**src/rtl/regfile_sweeper_if.sv**
```systemverilog
// Bus bundle for regfile_sweeper: fill/verify control, status and the external read port.
interface regfile_sweeper_if #(
  parameter int DATA_W = 32,
  parameter int ADDR_W = 4
);
  logic              start;
  logic [1:0]        mode;
  logic [DATA_W-1:0] seed;
  logic [ADDR_W-1:0] rd_addr;
  logic [DATA_W-1:0] rd_data;
  logic              busy;
  logic              done;
  logic              err;
  logic [ADDR_W-1:0] err_addr;

  modport master (
    output start, mode, seed, rd_addr,
    input  rd_data, busy, done, err, err_addr
  );

  modport slave (
    input  start, mode, seed, rd_addr,
    output rd_data, busy, done, err, err_addr
  );
endinterface

```
**src/rtl/regfile_sweeper.sv**
```systemverilog
// Register file with a pattern fill engine and optional read-back self-test.
// Define REGFILE_SWEEP_VERIFY_EN to include the VERIFY pass; otherwise err/err_addr are tied to 0.
module regfile_sweeper #(
  parameter int DATA_W = 32,
  parameter int DEPTH  = 16,
  parameter int ADDR_W = 4
) (
  input  logic               clk,
  input  logic               rst,
  regfile_sweeper_if.slave   bus
);

  typedef enum logic [1:0] {IDLE, FILL, VERIFY, DONE} state_t;

  localparam logic [ADDR_W-1:0] LAST_ADDR = ADDR_W'(DEPTH - 1);

  state_t            state_r;
  logic [ADDR_W-1:0] cnt_r;
  logic [1:0]        mode_r;
  logic [DATA_W-1:0] seed_r;
  logic              busy_r;
  logic              done_r;
  logic [DATA_W-1:0] mem_r [DEPTH];
  logic [DATA_W-1:0] pat_s;
  logic [31:0]       rd_idx_s;

  // Address is zero-extended before the add so mode 1 wraps modulo 2**DATA_W.
  function automatic logic [DATA_W-1:0] pat(input logic [1:0] m,
                                            input logic [DATA_W-1:0] s,
                                            input logic [ADDR_W-1:0] a);
    logic [DATA_W-1:0] a_ext;
    a_ext = DATA_W'(a);
    case (m)
      2'd0:    pat = s;
      2'd1:    pat = s + a_ext;
      2'd2:    pat = a_ext;
      2'd3:    pat = a[0] ? ~s : s;
      default: pat = s;
    endcase
  endfunction

  assign pat_s = pat(mode_r, seed_r, cnt_r);

`ifdef REGFILE_SWEEP_VERIFY_EN
  logic              err_r;
  logic [ADDR_W-1:0] err_addr_r;
  logic              mismatch_s;

  assign mismatch_s  = (mem_r[cnt_r] != pat_s);
  assign bus.err      = err_r;
  assign bus.err_addr = err_addr_r;
`else
  assign bus.err      = 1'b0;
  assign bus.err_addr = {ADDR_W{1'b0}};
`endif

  assign bus.busy = busy_r;
  assign bus.done = done_r;

  // Control FSM; busy/done are registered alongside the state.
  always_ff @(posedge clk) begin
    if (rst) begin
      state_r    <= IDLE;
      cnt_r      <= {ADDR_W{1'b0}};
      mode_r     <= 2'd0;
      seed_r     <= {DATA_W{1'b0}};
      busy_r     <= 1'b0;
      done_r     <= 1'b0;
`ifdef REGFILE_SWEEP_VERIFY_EN
      err_r      <= 1'b0;
      err_addr_r <= {ADDR_W{1'b0}};
`endif
    end else begin
      case (state_r)
        IDLE, DONE: begin
          if (bus.start) begin
            state_r    <= FILL;
            mode_r     <= bus.mode;
            seed_r     <= bus.seed;
            cnt_r      <= {ADDR_W{1'b0}};
            busy_r     <= 1'b1;
            done_r     <= 1'b0;
`ifdef REGFILE_SWEEP_VERIFY_EN
            err_r      <= 1'b0;
            err_addr_r <= {ADDR_W{1'b0}};
`endif
          end
        end
        FILL: begin
          if (cnt_r == LAST_ADDR) begin
            cnt_r   <= {ADDR_W{1'b0}};
`ifdef REGFILE_SWEEP_VERIFY_EN
            state_r <= VERIFY;
`else
            state_r <= DONE;
            busy_r  <= 1'b0;
            done_r  <= 1'b1;
`endif
          end else begin
            cnt_r <= cnt_r + ADDR_W'(1);
          end
        end
`ifdef REGFILE_SWEEP_VERIFY_EN
        VERIFY: begin
          // Only the first mismatch is recorded.
          if (mismatch_s && !err_r) begin
            err_r      <= 1'b1;
            err_addr_r <= cnt_r;
          end
          if (cnt_r == LAST_ADDR) begin
            cnt_r   <= {ADDR_W{1'b0}};
            state_r <= DONE;
            busy_r  <= 1'b0;
            done_r  <= 1'b1;
          end else begin
            cnt_r <= cnt_r + ADDR_W'(1);
          end
        end
`endif
        default: begin
          state_r <= IDLE;
          cnt_r   <= {ADDR_W{1'b0}};
          busy_r  <= 1'b0;
          done_r  <= 1'b0;
        end
      endcase
    end
  end

  // Storage is deliberately not reset; only the fill engine writes it.
  always_ff @(posedge clk) begin
    if (!rst && state_r == FILL) begin
      mem_r[cnt_r] <= pat_s;
    end
  end

  assign rd_idx_s = 32'(bus.rd_addr);

  // External read port returns 0 for addresses past the last word.
  always_comb begin
    bus.rd_data = {DATA_W{1'b0}};
    if (rd_idx_s < 32'(DEPTH)) begin
      bus.rd_data = mem_r[bus.rd_addr];
    end else begin
      bus.rd_data = {DATA_W{1'b0}};
    end
  end

endmodule

```
**src/flat_wrapper.sv**
```systemverilog
// flat-port wrapper written by rule: the top's interface ports become plain ports
module regfile_sweeper_flat 
#(
  parameter int DATA_W = 32,
  parameter int DEPTH  = 16,
  parameter int ADDR_W = 4
)
  (clk, rst, bus_start, bus_mode, bus_seed, bus_rd_addr, bus_rd_data, bus_busy, bus_done, bus_err, bus_err_addr);
  regfile_sweeper_if #(.DATA_W(DATA_W), .ADDR_W(ADDR_W)) bus_i ();
  input  logic clk;
  input  logic rst;
  input wire logic [$bits(bus_i.start)-1:0] bus_start;
  input wire logic [$bits(bus_i.mode)-1:0] bus_mode;
  input wire logic [$bits(bus_i.seed)-1:0] bus_seed;
  input wire logic [$bits(bus_i.rd_addr)-1:0] bus_rd_addr;
  output wire logic [$bits(bus_i.rd_data)-1:0] bus_rd_data;
  output wire logic [$bits(bus_i.busy)-1:0] bus_busy;
  output wire logic [$bits(bus_i.done)-1:0] bus_done;
  output wire logic [$bits(bus_i.err)-1:0] bus_err;
  output wire logic [$bits(bus_i.err_addr)-1:0] bus_err_addr;
  assign bus_i.start = bus_start;
  assign bus_i.mode = bus_mode;
  assign bus_i.seed = bus_seed;
  assign bus_i.rd_addr = bus_rd_addr;
  assign bus_rd_data = bus_i.rd_data;
  assign bus_busy = bus_i.busy;
  assign bus_done = bus_i.done;
  assign bus_err = bus_i.err;
  assign bus_err_addr = bus_i.err_addr;
  regfile_sweeper #(.DATA_W(DATA_W), .DEPTH(DEPTH), .ADDR_W(ADDR_W)) u_core (.clk(clk), .rst(rst), .bus(bus_i));
endmodule
```
**config.mk**
```make
export PLATFORM = sky130hd
export DESIGN_NAME = regfile_sweeper_flat
export DESIGN_NICKNAME = d
export VERILOG_FILES = /design/src/rtl/regfile_sweeper_if.sv /design/src/rtl/regfile_sweeper.sv /design/src/flat_wrapper.sv
export SDC_FILE = /design/constraint.sdc
export NUM_CORES = 1
export LEC_CHECK = 0
export BUFFER_PORTS_ARGS = -buffer_cell sky130_fd_sc_hd__buf_2
export CAP_MARGIN = 20
export CELL_PAD_IN_SITES_DETAIL_PLACEMENT = 0
export CELL_PAD_IN_SITES_GLOBAL_PLACEMENT = 1
export CORE_AREA = 2 2 228 230
export DETAILED_ROUTE_END_ITERATION = 8
export DIE_AREA = 0 0 230 232
export PLACE_DENSITY = 0.68
export SYNTH_ARGS = -nofsm -noshare
export SYNTH_HDL_FRONTEND = slang
export SYNTH_SLANG_ARGS = --single-unit
```
**constraint.sdc**
```tcl
create_clock -name clk -period 2.82 [get_ports clk]
set_clock_uncertainty 0.15 [all_clocks]
set_input_delay 0.141 -clock clk [delete_from_list [all_inputs] [get_ports clk]]
set_output_delay 0.141 -clock clk [all_outputs]
set_load 0.005 [all_outputs]
```
== Word-level counts from Yosys, hierarchy flattened ==
Memory sizes are Yosys's and may differ from the RTL's.
Cells that the tools add are included.
Cells by class
  reduce and logical (&&, ||, !) cells: 7
  add/sub/neg operators: 2
  divide/modulo/power cells: 0
  shift operators: 0
  order comparisons: 1
  mux-type cells: 17
  $mul: 0
  eq/ne operators: 8
  bitwise logic cells: 1
Operator list (count)
  one-hot mux 32 bit (4 select lines): 1
  2-to-1 mux 32 bit: 2
  adder 32 x 4 -> 32 bit: 1
  NOT 32 bit: 1
  2-to-1 mux 4 bit: 2
  one-hot mux 4 bit (2 select lines): 1
  == test 2 bit, second input constant: 3
  2-to-1 mux 1 bit: 6
  < comparator 4 x 5 -> 1 bit, second input constant: 1
  adder 4 x 1 -> 4 bit, second input constant: 1
  == test 2 x 1 -> 1 bit, second input constant: 2
  == test 4 bit, second input constant: 1
  logical NOT 2 bit: 2
  2-to-1 mux 2 bit: 2
  one-hot mux 1 bit (2 select lines): 2
  one-hot mux 2 bit (2 select lines): 1
  AND reduction 2 bit: 2
  != test 2 x 1 -> 1 bit, second input constant: 1
  != test 2 bit, second input constant: 1
  OR reduction 2 bit: 1
  logical AND 1 bit: 1
  logical NOT 1 bit: 1
Word-level totals
  output and inout port bits: 39
  flip-flop bits (word level): 42
  memories kept: 1
  input port bits: 41
  bits in latches: 0
  RAM bits: 512
  word-level logic and storage cells: 43
  memory bits (read-only): 0
Memory list
  u_core.mem_r: words 16, width 32, read ports 1, clocked after Yosys merged registers in 0, wr ports 1, RTL line regfile_sweeper.sv:23  | logic [DATA_W-1:0] mem_r [DEPTH];

== Logic depth before layout (Yosys ltp) ==
  depth in word-level cells: 4
  depth in mapped cells: 9
  depth with buffers taken out: 8

== Worst setup path before layout ==
OpenSTA, ideal clock, no wires.
  path kind: reg2reg
  start point: register u_core.cnt_r[0]
  end point: memory u_core.mem_r[0][22] (data pin)
  period minus slack after synthesis: 3.089 ns
  path buffers: 1
  library setup time: 0.302 ns
  stages on the path, launching flop included: 10
  arrival time: 2.637 ns
  path slack: -0.269 ns
  required time: 2.368 ns
  cell sequence: dfxtp_1 > ha_1 > inv_1 > fa_1 > nor2b_1 > o21ai_1 > a211o_4 > buf_6 > or3_1 > a31oi_1
Between the ends
  longest elaborated chain between the ends: 2
  elaborated cells on any way between the ends: 3
  classes of those cells: 1 x add/sub; 2 x mux
RTL lines
  start: declaration: RTL line regfile_sweeper.sv:18  | logic [ADDR_W-1:0] cnt_r;
  start signal: assignment: RTL line regfile_sweeper.sv:64  | cnt_r <= {ADDR_W{1'b0}};
  start signal: assignment: RTL line regfile_sweeper.sv:80  | cnt_r <= {ADDR_W{1'b0}};
  start signal: assignment: RTL line regfile_sweeper.sv:91  | cnt_r <= {ADDR_W{1'b0}};
  adder 32 x 4 -> 32 bit or 2-to-1 mux 32 bit (tied branches): RTL line regfile_sweeper.sv:35, regfile_sweeper.sv:37
  one-hot mux 32 bit (4 select lines) (*): RTL line regfile_sweeper.sv:33  | case (m)
  net u_core.pat_s[22]: RTL line regfile_sweeper.sv:24  | logic [DATA_W-1:0] pat_s;
  end: declaration: RTL line regfile_sweeper.sv:23
Mark *: on every way through the listed nets, which the timed path passes. The rest lies on a longest branch.

== Worst setup path in the final report ==
  start point: register u_core.seed_r[0]
  end point: memory u_core.mem_r[10][28] (data pin)
Between the ends
  longest elaborated chain between the ends: 2
RTL lines
  start: declaration: RTL line regfile_sweeper.sv:20  | logic [DATA_W-1:0] seed_r;
  start signal: assignment: RTL line regfile_sweeper.sv:66  | seed_r <= {DATA_W{1'b0}};
  start signal: assignment: RTL line regfile_sweeper.sv:79  | seed_r <= bus.seed;
  adder 32 x 4 -> 32 bit: RTL line regfile_sweeper.sv:35  | 2'd1: pat = s + a_ext;
  one-hot mux 32 bit (4 select lines): RTL line regfile_sweeper.sv:33
  net u_core.pat_s[28]: RTL line regfile_sweeper.sv:24
The timed path passes the listed nets, and every way through them passes these cells.

==> impl_metrics.ini <==
[run_status]
outcome = completed

[detailed_routing]
drtIter0Drc = 1056
wirelength_um = 51440
drcViolationCount = 0
vias = 12040
wl_per_cell_um = 24.17
ant_nets = 0
drt_first_pass_iters = 7
routed_via_density = 5.657

[critical_path]
cp-endpoint = u_core.mem_r[10][28]$_DFFE_PP_
worstPathArrival_ns = 2.94
reg2reg_depth = 8
crit_slowest_cell = o31a_4
worstReg2RegEnd = u_core.mem_r[10][28]$_DFFE_PP_
startpoint = u_core.seed_r[0]$_SDFFE_PP0P_
r2r_slack_ns = 0.05
cp.depth = 8
crit_buf_inv = 1
cp_cell_sequence = ha_1 -> inv_1 -> fa_2 -> nor2b_4 -> o21ai_2 -> a211o_4 -> o31a_1 -> o31a_4
path_max_fanout = 16
r2r-start = u_core.seed_r[0]$_SDFFE_PP0P_
cp.required_ns = 2.98
timing_worst_setup_path_type = reg -> reg
path_delay_family = compound AO/OA/AOI/OAI gates
end_kind = flop
start_kind = flop
slowest_delay_ns = 0.42

[global_routing]
grt_overflow = 0
globalRouteMet3Util = 0.03315
met1_usage = 0.2874
grt_util_all_layers = 0.1982
grt_pass1_vias = 12320
grt_max_degree = 43
top_usage_layer = met2
antenna_found_initial = 2
grt.met2_usage = 0.3183
grt_pass1_wl_um = 78110

[floorplan]
core_region_area_um2 = 50890
die_h_um = 232
num_rows = 83
dieArea_um2 = 53360
start_util = 0.4443
dieWidth_um = 230
ios = 80

[synthesis]
async_reset_ff_frac = 0
ys_types = 62
synth-seq-cells = 553
synth_area_leaders = edfxtp_1, mux4_2, dfxtp_1
synth_top_cell_by_area = edfxtp_1
synth_top_area_frac = 0.6800
synth-seq-area-share = 0.7163
synth_edf_count = 512
synth_area_per_cell_um2 = 18.94
syn_area_um2 = 22610
netlist_instances = 1194
ys_warn_count = 0
ys.flop_type = edfxtp_1

[timing]
setup_viol = 0
period_minus_slack_ns = 2.773
relSlewSlack = 0.4873
period_share = 0.9834
finalHoldViolations = 0
drv_slew = 0
hold-worst-slack_ns = 0.2800
clock.fmax_mhz = 360.6
tightestPinTransition_ns = 0.7691
rsz0062_at_grt = yes

[placement]
placed_area_um2 = 24540
dp.cells = 1956
port_buffers = 74
gp_congestion = 0.8208
dpl.hpwl_um = 28750

[finish]
layout-drive-gt1-share = 0.3046
layout_common_cells = edfxtp_1, mux4_2, nand2_1
design_area_um2 = 27050
fillCellCount = 4068
area_growth_pct = 19.66
num_antenna_cells = 0
nets = 1459
final_cells = 2128
layout_commonest_cell = edfxtp_1

[cts]
htreeDepth = 2
clock_latency_ns = 0.61
cts_tree = built
clockBufferDepth = 3
cts_made_buffers = 55
cts_root_buf = clkbuf_16
path_clk_slew_ns = 0.06
cts_sinks = 553

[power_and_ir_drop]
total_power_mw = 17.40
p_leak_nw = 9.003
irDropWorstVdd_mv = 0.4175
power_density_nw_per_um2 = 643.1

[job]
cap_violations = 0

[worst_hold_path]
min-delay-path-class = in -> reg
report_power, final:
| part | total (mW) | internal (mW) | switching [mW] |
|---|---|---|---|
| clock | 6.98 | 3.99 | 2.99 |
| sequential | 9.15 | 9.11 | 0.0441 |
| combinational | 1.27 | 0.587 | 0.681 |
state kept, by name, summed over array words and instances, names as in the netlist:
signal and cells:
u_core.state_r 2, u_core.bus.busy 1, u_core.mem_r 512, u_core.cnt_r 4, u_core.seed_r 32, u_core.mode_r 2
how the worst min path moves through the flow:
stage / slack [ns] / to / start / depth (start not counted)
after floorplan: 0.13 / u_core.seed_r[5]$_SDFFE_PP0P_ / bus_seed[5] / 2
after global placement: 0.23 / u_core.seed_r[14]$_SDFFE_PP0P_ / bus_seed[14] / 3
after detailed placement: 0.24 / u_core.seed_r[29]$_SDFFE_PP0P_ / bus_seed[29] / 3
after CTS: 0.25 / u_core.bus.busy$_SDFFE_PP0P_ / bus_start / 4
after global routing: 0.30 / u_core.bus.busy$_SDFFE_PP0P_ / bus_start / 4
final: 0.28 / u_core.bus.busy$_SDFFE_PP0P_ / bus_start / 4
synthesized netlist by cell type, types with 6 or more instances:
master    instances
xor2_1           18
nor4_1            6
nand4_1           7
inv_1            14
or3_1             6
a21oi_1          48
buf_4             7
and3_1            7
o31a_1            8
dfxtp_1          41
nand3_1          18
and2_1           19
mux4_2          162
xnor2_1          15
nor2_1           13
o311ai_1          6
edfxtp_1        512
o21ai_0          13
clkbuf_1         49
ha_1             10
a32o_1            8
buf_2            21
o211ai_1          9
buf_1             7
nand2_1         103
routing by layer:
| layer | routed length, um | up-vias | part of all wire |
|---|---|---|---|
| met2 | 24550 | 355 | 0.48 |
| met1 | 22930 | 6328 | 0.45 |
| li1 | - | 5293 | - |
| met4 | 787 | 0 | 0.015 |
| met5 | 0 | - | 0 |
| met3 | 3167 | 63 | 0.062 |
worst register-to-register path, stage by stage, from the launching register on:
cell,delay [ns]
dfxtp_1,0.34
ha_1,0.18
inv_1,0.06
fa_2,0.37
nor2b_4,0.14
o21ai_2,0.10
a211o_4,0.41
o31a_1,0.33
o31a_4,0.42
logic make-up after synthesis:
| logic type | synth area share |
|---|---|
| compound gates | 0.03996 |
| xor+xnor | 0.01278 |
| fa+ha+maj | 0.006420 |
| buf+inv | 0.01976 |
| flops | 0.7163 |
| mux | 0.1623 |
| other cells | 0.0001659 |
| simple gates | 0.04234 |
final cells by class:
class | count | area [um^2] | share of cell area
inverters | 15 | 56.30 | 0.002081
flip-flops and latches | 553 | 16200 | 0.5987
repair buffers | 238 | 2126 | 0.07857
well taps | 680 | 850.8 | 0.03145
multi-input cells | 544 | 6113 | 0.2260
clock inverters | 30 | 265.3 | 0.009804
clock buffers | 68 | 1446 | 0.05346
through the flow:
stage	utilization	setup WS (ns)	setup TNS, ns
finish	0.5317	0.04680	0
detailed placement	0.4823	-0.2778	-20.02
CTS	0.5307	0.02092	0
global placement	0.4823	-0.1680	-12.16
global route	0.5317	-0.01445	-0.2586
floorplan	-	0.005817	0
repair_timing:
item	CTS	global route
resized for setup	8	8
hold endpoints to repair	41	0
hold buffers	70	0
setup endpoints to repair	128	163
pin swaps	1	3
setup buffers	2	1
No activity file was read; power rests on OpenSTA's default activity.
